<file path="src/rtl/memarb_pkg.sv">
// rtl/memarb_pkg.sv - shared widths, FSM state and request latch type for mem_arbiter
package memarb_pkg;

  localparam int ADDR_W = 12;
  localparam int DATA_W = 16;
  localparam int ID_W   = 1;

  typedef enum logic [1:0] {
    IDLE   = 2'd0,
    ACCESS = 2'd1,
    ACK    = 2'd2
  } state_t;

  typedef struct packed {
    logic              we;
    logic              dbl;
    logic [ADDR_W-1:0] addr;
    logic [DATA_W-1:0] wdata;
  } mem_req_t;

endpackage

</file>
<file path="src/rtl/rr_pick2.sv">
// rtl/rr_pick2.sv - combinational two-way round-robin picker with optional lock owner
module rr_pick2
  import memarb_pkg::*;
(
  input  logic [1:0]      req_i,
  input  logic [ID_W-1:0] last_i,
  input  logic            lock_vld_i,
  input  logic [ID_W-1:0] lock_id_i,
  output logic            grant_o,
  output logic [ID_W-1:0] id_o
);

  logic [1:0] elig;

  always_comb begin
    elig = req_i;
    // a locked owner masks the other requester entirely
    if (lock_vld_i) begin
      elig = lock_id_i[0] ? (req_i & 2'b10) : (req_i & 2'b01);
    end
    grant_o = |elig;
    case (elig)
      2'b10:   id_o = ID_W'(1);
      2'b11:   id_o = ~last_i;
      default: id_o = '0;
    endcase
  end

endmodule

</file>
<file path="src/rtl/mem_arbiter.sv">
// rtl/mem_arbiter.sv - two-requester IDLE/ACCESS/ACK memory port sequencer; MEMARB_LOCK_EN adds lock0/lock1
module mem_arbiter
  import memarb_pkg::*;
(
  input  logic              clk,
  input  logic              rst,
`ifdef MEMARB_LOCK_EN
  input  logic              lock0,
  input  logic              lock1,
`endif
  input  logic              req0,
  input  logic              we0,
  input  logic              dbl0,
  input  logic [ADDR_W-1:0] addr0,
  input  logic [DATA_W-1:0] wdata0,
  output logic              ack0,
  output logic [DATA_W-1:0] rdata0,
  input  logic              req1,
  input  logic              we1,
  input  logic              dbl1,
  input  logic [ADDR_W-1:0] addr1,
  input  logic [DATA_W-1:0] wdata1,
  output logic              ack1,
  output logic [DATA_W-1:0] rdata1,
  output logic [ADDR_W-1:0] mem_addr,
  output logic [DATA_W-1:0] mem_wdata,
  output logic              mem_we,
  output logic              mem_dbl_rd,
  output logic              mem_dbl_wr,
  input  logic [DATA_W-1:0] mem_rdata
);

  state_t            state_q;
  mem_req_t          lat_q;
  mem_req_t          lat_d;
  logic [ID_W-1:0]   id_q;
  logic [ID_W-1:0]   last_q;
  logic [DATA_W-1:0] rdata_q;
  logic              grant;
  logic [ID_W-1:0]   pick_id;
  logic              lock_vld;
  logic [ID_W-1:0]   lock_id;
  logic              in_access;
  logic              in_ack;

`ifdef MEMARB_LOCK_EN
  logic            lock_vld_q;
  logic [ID_W-1:0] lock_id_q;
  logic            pick_lock;

  assign pick_lock = pick_id[0] ? lock1 : lock0;
  assign lock_vld  = lock_vld_q;
  assign lock_id   = lock_id_q;
`else
  assign lock_vld  = 1'b0;
  assign lock_id   = '0;
`endif

  rr_pick2 u_pick (
    .req_i      ({req1, req0}),
    .last_i     (last_q),
    .lock_vld_i (lock_vld),
    .lock_id_i  (lock_id),
    .grant_o    (grant),
    .id_o       (pick_id)
  );

  always_comb begin
    lat_d = '0;
    if (pick_id[0]) begin
      lat_d.we    = we1;
      lat_d.dbl   = dbl1;
      lat_d.addr  = addr1;
      lat_d.wdata = wdata1;
    end else begin
      lat_d.we    = we0;
      lat_d.dbl   = dbl0;
      lat_d.addr  = addr0;
      lat_d.wdata = wdata0;
    end
  end

  // last_q resets to 1 so requester 0 wins the first contention
  always_ff @(posedge clk) begin
    if (rst) begin
      state_q    <= IDLE;
      lat_q      <= '0;
      id_q       <= '0;
      last_q     <= ID_W'(1);
      rdata_q    <= '0;
`ifdef MEMARB_LOCK_EN
      lock_vld_q <= 1'b0;
      lock_id_q  <= '0;
`endif
    end else begin
      case (state_q)
        IDLE: begin
          if (grant) begin
            lat_q      <= lat_d;
            id_q       <= pick_id;
            last_q     <= pick_id;
            state_q    <= ACCESS;
`ifdef MEMARB_LOCK_EN
            lock_vld_q <= pick_lock;
            lock_id_q  <= pick_id;
`endif
          end
        end
        ACCESS: begin
          rdata_q <= mem_rdata;
          state_q <= ACK;
        end
        ACK:     state_q <= IDLE;
        default: state_q <= IDLE;
      endcase
    end
  end

  assign in_access = (state_q == ACCESS);
  assign in_ack    = (state_q == ACK);

  // mem_we is gated by rst so a reset landing in ACCESS never commits the write
  assign mem_addr   = in_access ? lat_q.addr  : '0;
  assign mem_wdata  = in_access ? lat_q.wdata : '0;
  assign mem_we     = in_access & lat_q.we & ~rst;
  assign mem_dbl_rd = in_access & lat_q.dbl & ~lat_q.we;
  assign mem_dbl_wr = in_access & lat_q.dbl & lat_q.we;

  assign ack0   = in_ack & ~id_q[0];
  assign ack1   = in_ack & id_q[0];
  assign rdata0 = ack0 ? rdata_q : '0;
  assign rdata1 = ack1 ? rdata_q : '0;

endmodule

</file>
<file path="config.mk">
export PLATFORM = sky130hd
export DESIGN_NAME = mem_arbiter
export DESIGN_NICKNAME = d
export VERILOG_FILES = /design/src/rtl/memarb_pkg.sv /design/src/rtl/rr_pick2.sv /design/src/rtl/mem_arbiter.sv
export SDC_FILE = /design/constraint.sdc
export NUM_CORES = 1
export LEC_CHECK = 0
export CAP_MARGIN = 5
export CORE_AREA = 5 5 87 89
export CTS_CLUSTER_DIAMETER = 200
export DETAILED_ROUTE_END_ITERATION = 10
export DIE_AREA = 0 0 92 94
export GPL_TIMING_DRIVEN = 0
export PLACE_DENSITY = 0.87
export SLEW_MARGIN = 0
export SYNTH_ARGS = -nofsm -noshare
export SYNTH_HDL_FRONTEND = slang
export SYNTH_SLANG_ARGS = --single-unit
</file>
<file path="constraint.sdc">
create_clock -name clk -period 2.3 [get_ports clk]
set_input_delay 0.46 -clock clk [delete_from_list [all_inputs] [get_ports clk]]
set_output_delay 0.46 -clock clk [all_outputs]
set_load 0.01 [all_outputs]
</file>
==> results.toml <==
[route]
drc = 0
drt-met1-wl_mm = 3.49
final_antenna_net_count = 0
dr_total_vias = 2823
wl_met2_mm = 4.04
wl_met3_um = 620
totalWireLength_mm = 8.27
viasPerCell = 5.01
drtIter0Drc = 125
dr.pass1.iters = 4
top_layer_used = "met4"
wl_per_cell_um = 14.7

[floorplanning]
io_pins = 145
rows = 30
core_mm2 = 0.00668
fp.dieArea_mm2 = 0.00865
initial_core_util = 0.405
fp.dieW_um = 92
die-height_um = 94

[critical_path]
r2r-start = "state_q[0]"
cp-start-kind = "flop"
critPathKind = "flop to output port"
cp-end-kind = "output port"
cp_max_fo = 10
required_ps = 1840
crit_path_start = "state_q[0]"
arrival_ps = 1760
regToRegSetupSlack_ps = 750

[pwr]
powerDensity_mw_per_mm2 = 485
p_leak_nw = 2.14
peakVddDrop_v = 0.000229
p_seq_frac = 0.462
p_clk_frac = 0.251
pwr-share-comb = 0.287
switching_share = 0.295
internal-power_mw = 1.52
switchingPower_uw = 635

[timing]
setup_viol = 0
slew_headroom = 0.514
hold_slack_ps = 464
final.setup.tns_ps = 0
tightest_slew_ps = 729
worst_slack_ps = 77.9
rsz0062_at_grt = "false"
hold_viol = 0
fmax_mhz = 450
post-route-min-period_ps = 2220
clock_skew_ps = 7.24
fin_crit_sh = 0.966
final_max_slew_viol_count = 0

[synth]
syn_nets = 412
syn_area_mm2 = 0.00270
synth.avg_cell_area_um2 = 8.14
synthCells = 332
synth_area_leaders = "dfxtp_1, a311oi_2, and2_1, nand2_1, a21oi_1"
ys_types = 23
synth_top_area_cell = "dfxtp_1"
yosysWarnings = 0
seq_area_frac_synth = 0.370
synth_top_area_share = 0.370
synth-seq-cells = 50

[place]
dpl_worst_slack_ps = -54.7
place.gp.congestion = 0.786
port_buffers = 143
placed_area_mm2 = 0.00424
dpl.hpwl_mm = 6.56

[cts]
cts_root_buffer = "clkbuf_8"
clockBufferDepth = 2
numCtsBuffers = 5
cts_hold_buf = 0
cts_sinks = 50
h-tree-depth = 2
clkTransAtPathRegs_ps = 90
cts_tree = "built"
clock_latency_ps = 300

[cells_and_area]
antennaDiodeCount = 0
finish.utilization = 0.666
area_growth_pct = 64.5
final_common_cell = "clkdlybuf4s50_1"
layout_common_cells = "clkdlybuf4s50_1, nand2_1, and2_1"
final_nets = 563
layout-drive-gt1-share = 0.138
fin_area_mm2 = 0.00445

[grt]
grtUsageTotal = 0.188
grt_pass1_vias = 2773
grt_pass1_wl_mm = 13.2
grt_max_degree = 16
grt-ovfl-total = 0
antenna_found_initial = 0

[run]
drv_cap = 0

[worst_hold_path]
worstHoldStart = "rdata_q[1]"
hold_path.class = "flop to flop"

[outcome]
status = "complete, no violations"
[sequential cells by signal, summed over array words and instances, names as in the netlist]
register / flops
state_q: 2
rdata_q: 16
lat_q: 30
id_q: 1
last_q: 1
[power groups by stage]
stage | Sequential (mW) | Combinational (mW) | Clock, mW
after detailed placement | 1.01 | 0.617 | 0
final | 0.996 | 0.619 | 0.541
after CTS | 0.996 | 0.625 | 0.554
after global placement | 1.01 | 0.605 | 0
after floorplan | 1.00 | 0.355 | 0
after global routing | 1.01 | 0.675 | 0.590
[metrics by stage]
stage | std cells | power, mW
6_report | 564 | 2.16
3_3_place_gp | 555 | 1.62
2_1_floorplan | 332 | 1.36
5_1_grt | 564 | 2.27
3_5_place_dp | 555 | 1.63
4_1_cts | 564 | 2.18
[final cells by class]
type | instances | area (um^2)
Timing Repair Buffer | 146 | 1500
Multi-Input combinational cell | 249 | 1550
Tap cell | 80 | 100
Sequential cell | 50 | 1010
Clock inverter | 2 | 12.5
Clock buffer | 6 | 82.6
Fill cell | 589 | 2230
Buffer | 31 | 193
[cells by family (layout without fill, tap and decap cells)]
family | count (synthesis) | count (layout) | share of synthesized area
flip-flops | 50 | 50 | 0.370
AO/OA/AOI/OAI | 81 | 81 | 0.267
buffers and inverters | 33 | 185 | 0.0602
AND/OR/NAND/NOR | 168 | 168 | 0.303
[synth_stat cells (all sizes together)]
library cell / instances
a21bo: 2
a21boi: 1
a21oi: 47
a221o: 1
a311oi: 30
and2: 62
and3: 1
and3b: 1
buf: 12
clkbuf: 21
dfxtp: 50
nand2: 95
nand2b: 1
nor2: 3
nor2b: 3
nor3b: 1
or2: 1
[metal layers]
metal / vias up / GRT usage
li1: 1421 / -
met2: 109 / 0.344
met4: 0 / 0.0458
met5: - / 0
met3: 15 / 0.0489
met1: 1278 / 0.218
[timing repair]
item	CTS	global route
setup buffers	3	0
setup endpoints to repair	60	33
resized for setup	32	29
gates cloned	0	0
pin swaps	2	0
[worst max-delay path, cell delays in order, from the launching register on]
cell,delay (ps)
dfxtp_4,370
and3b_2,240
clkbuf_4,180
and2_1,130
clkdlybuf4s50_1,530
[final timing paths]
kind                            cells past startpoint    endpoint
worst min-delay path                                2  rdata_q[1]
worst min register to register                      2  rdata_q[1]
worst max-delay path                                4   rdata1[7]
worst max register to register                      4   lat_q[19]
No activity file was read; power rests on OpenSTA's default activity.
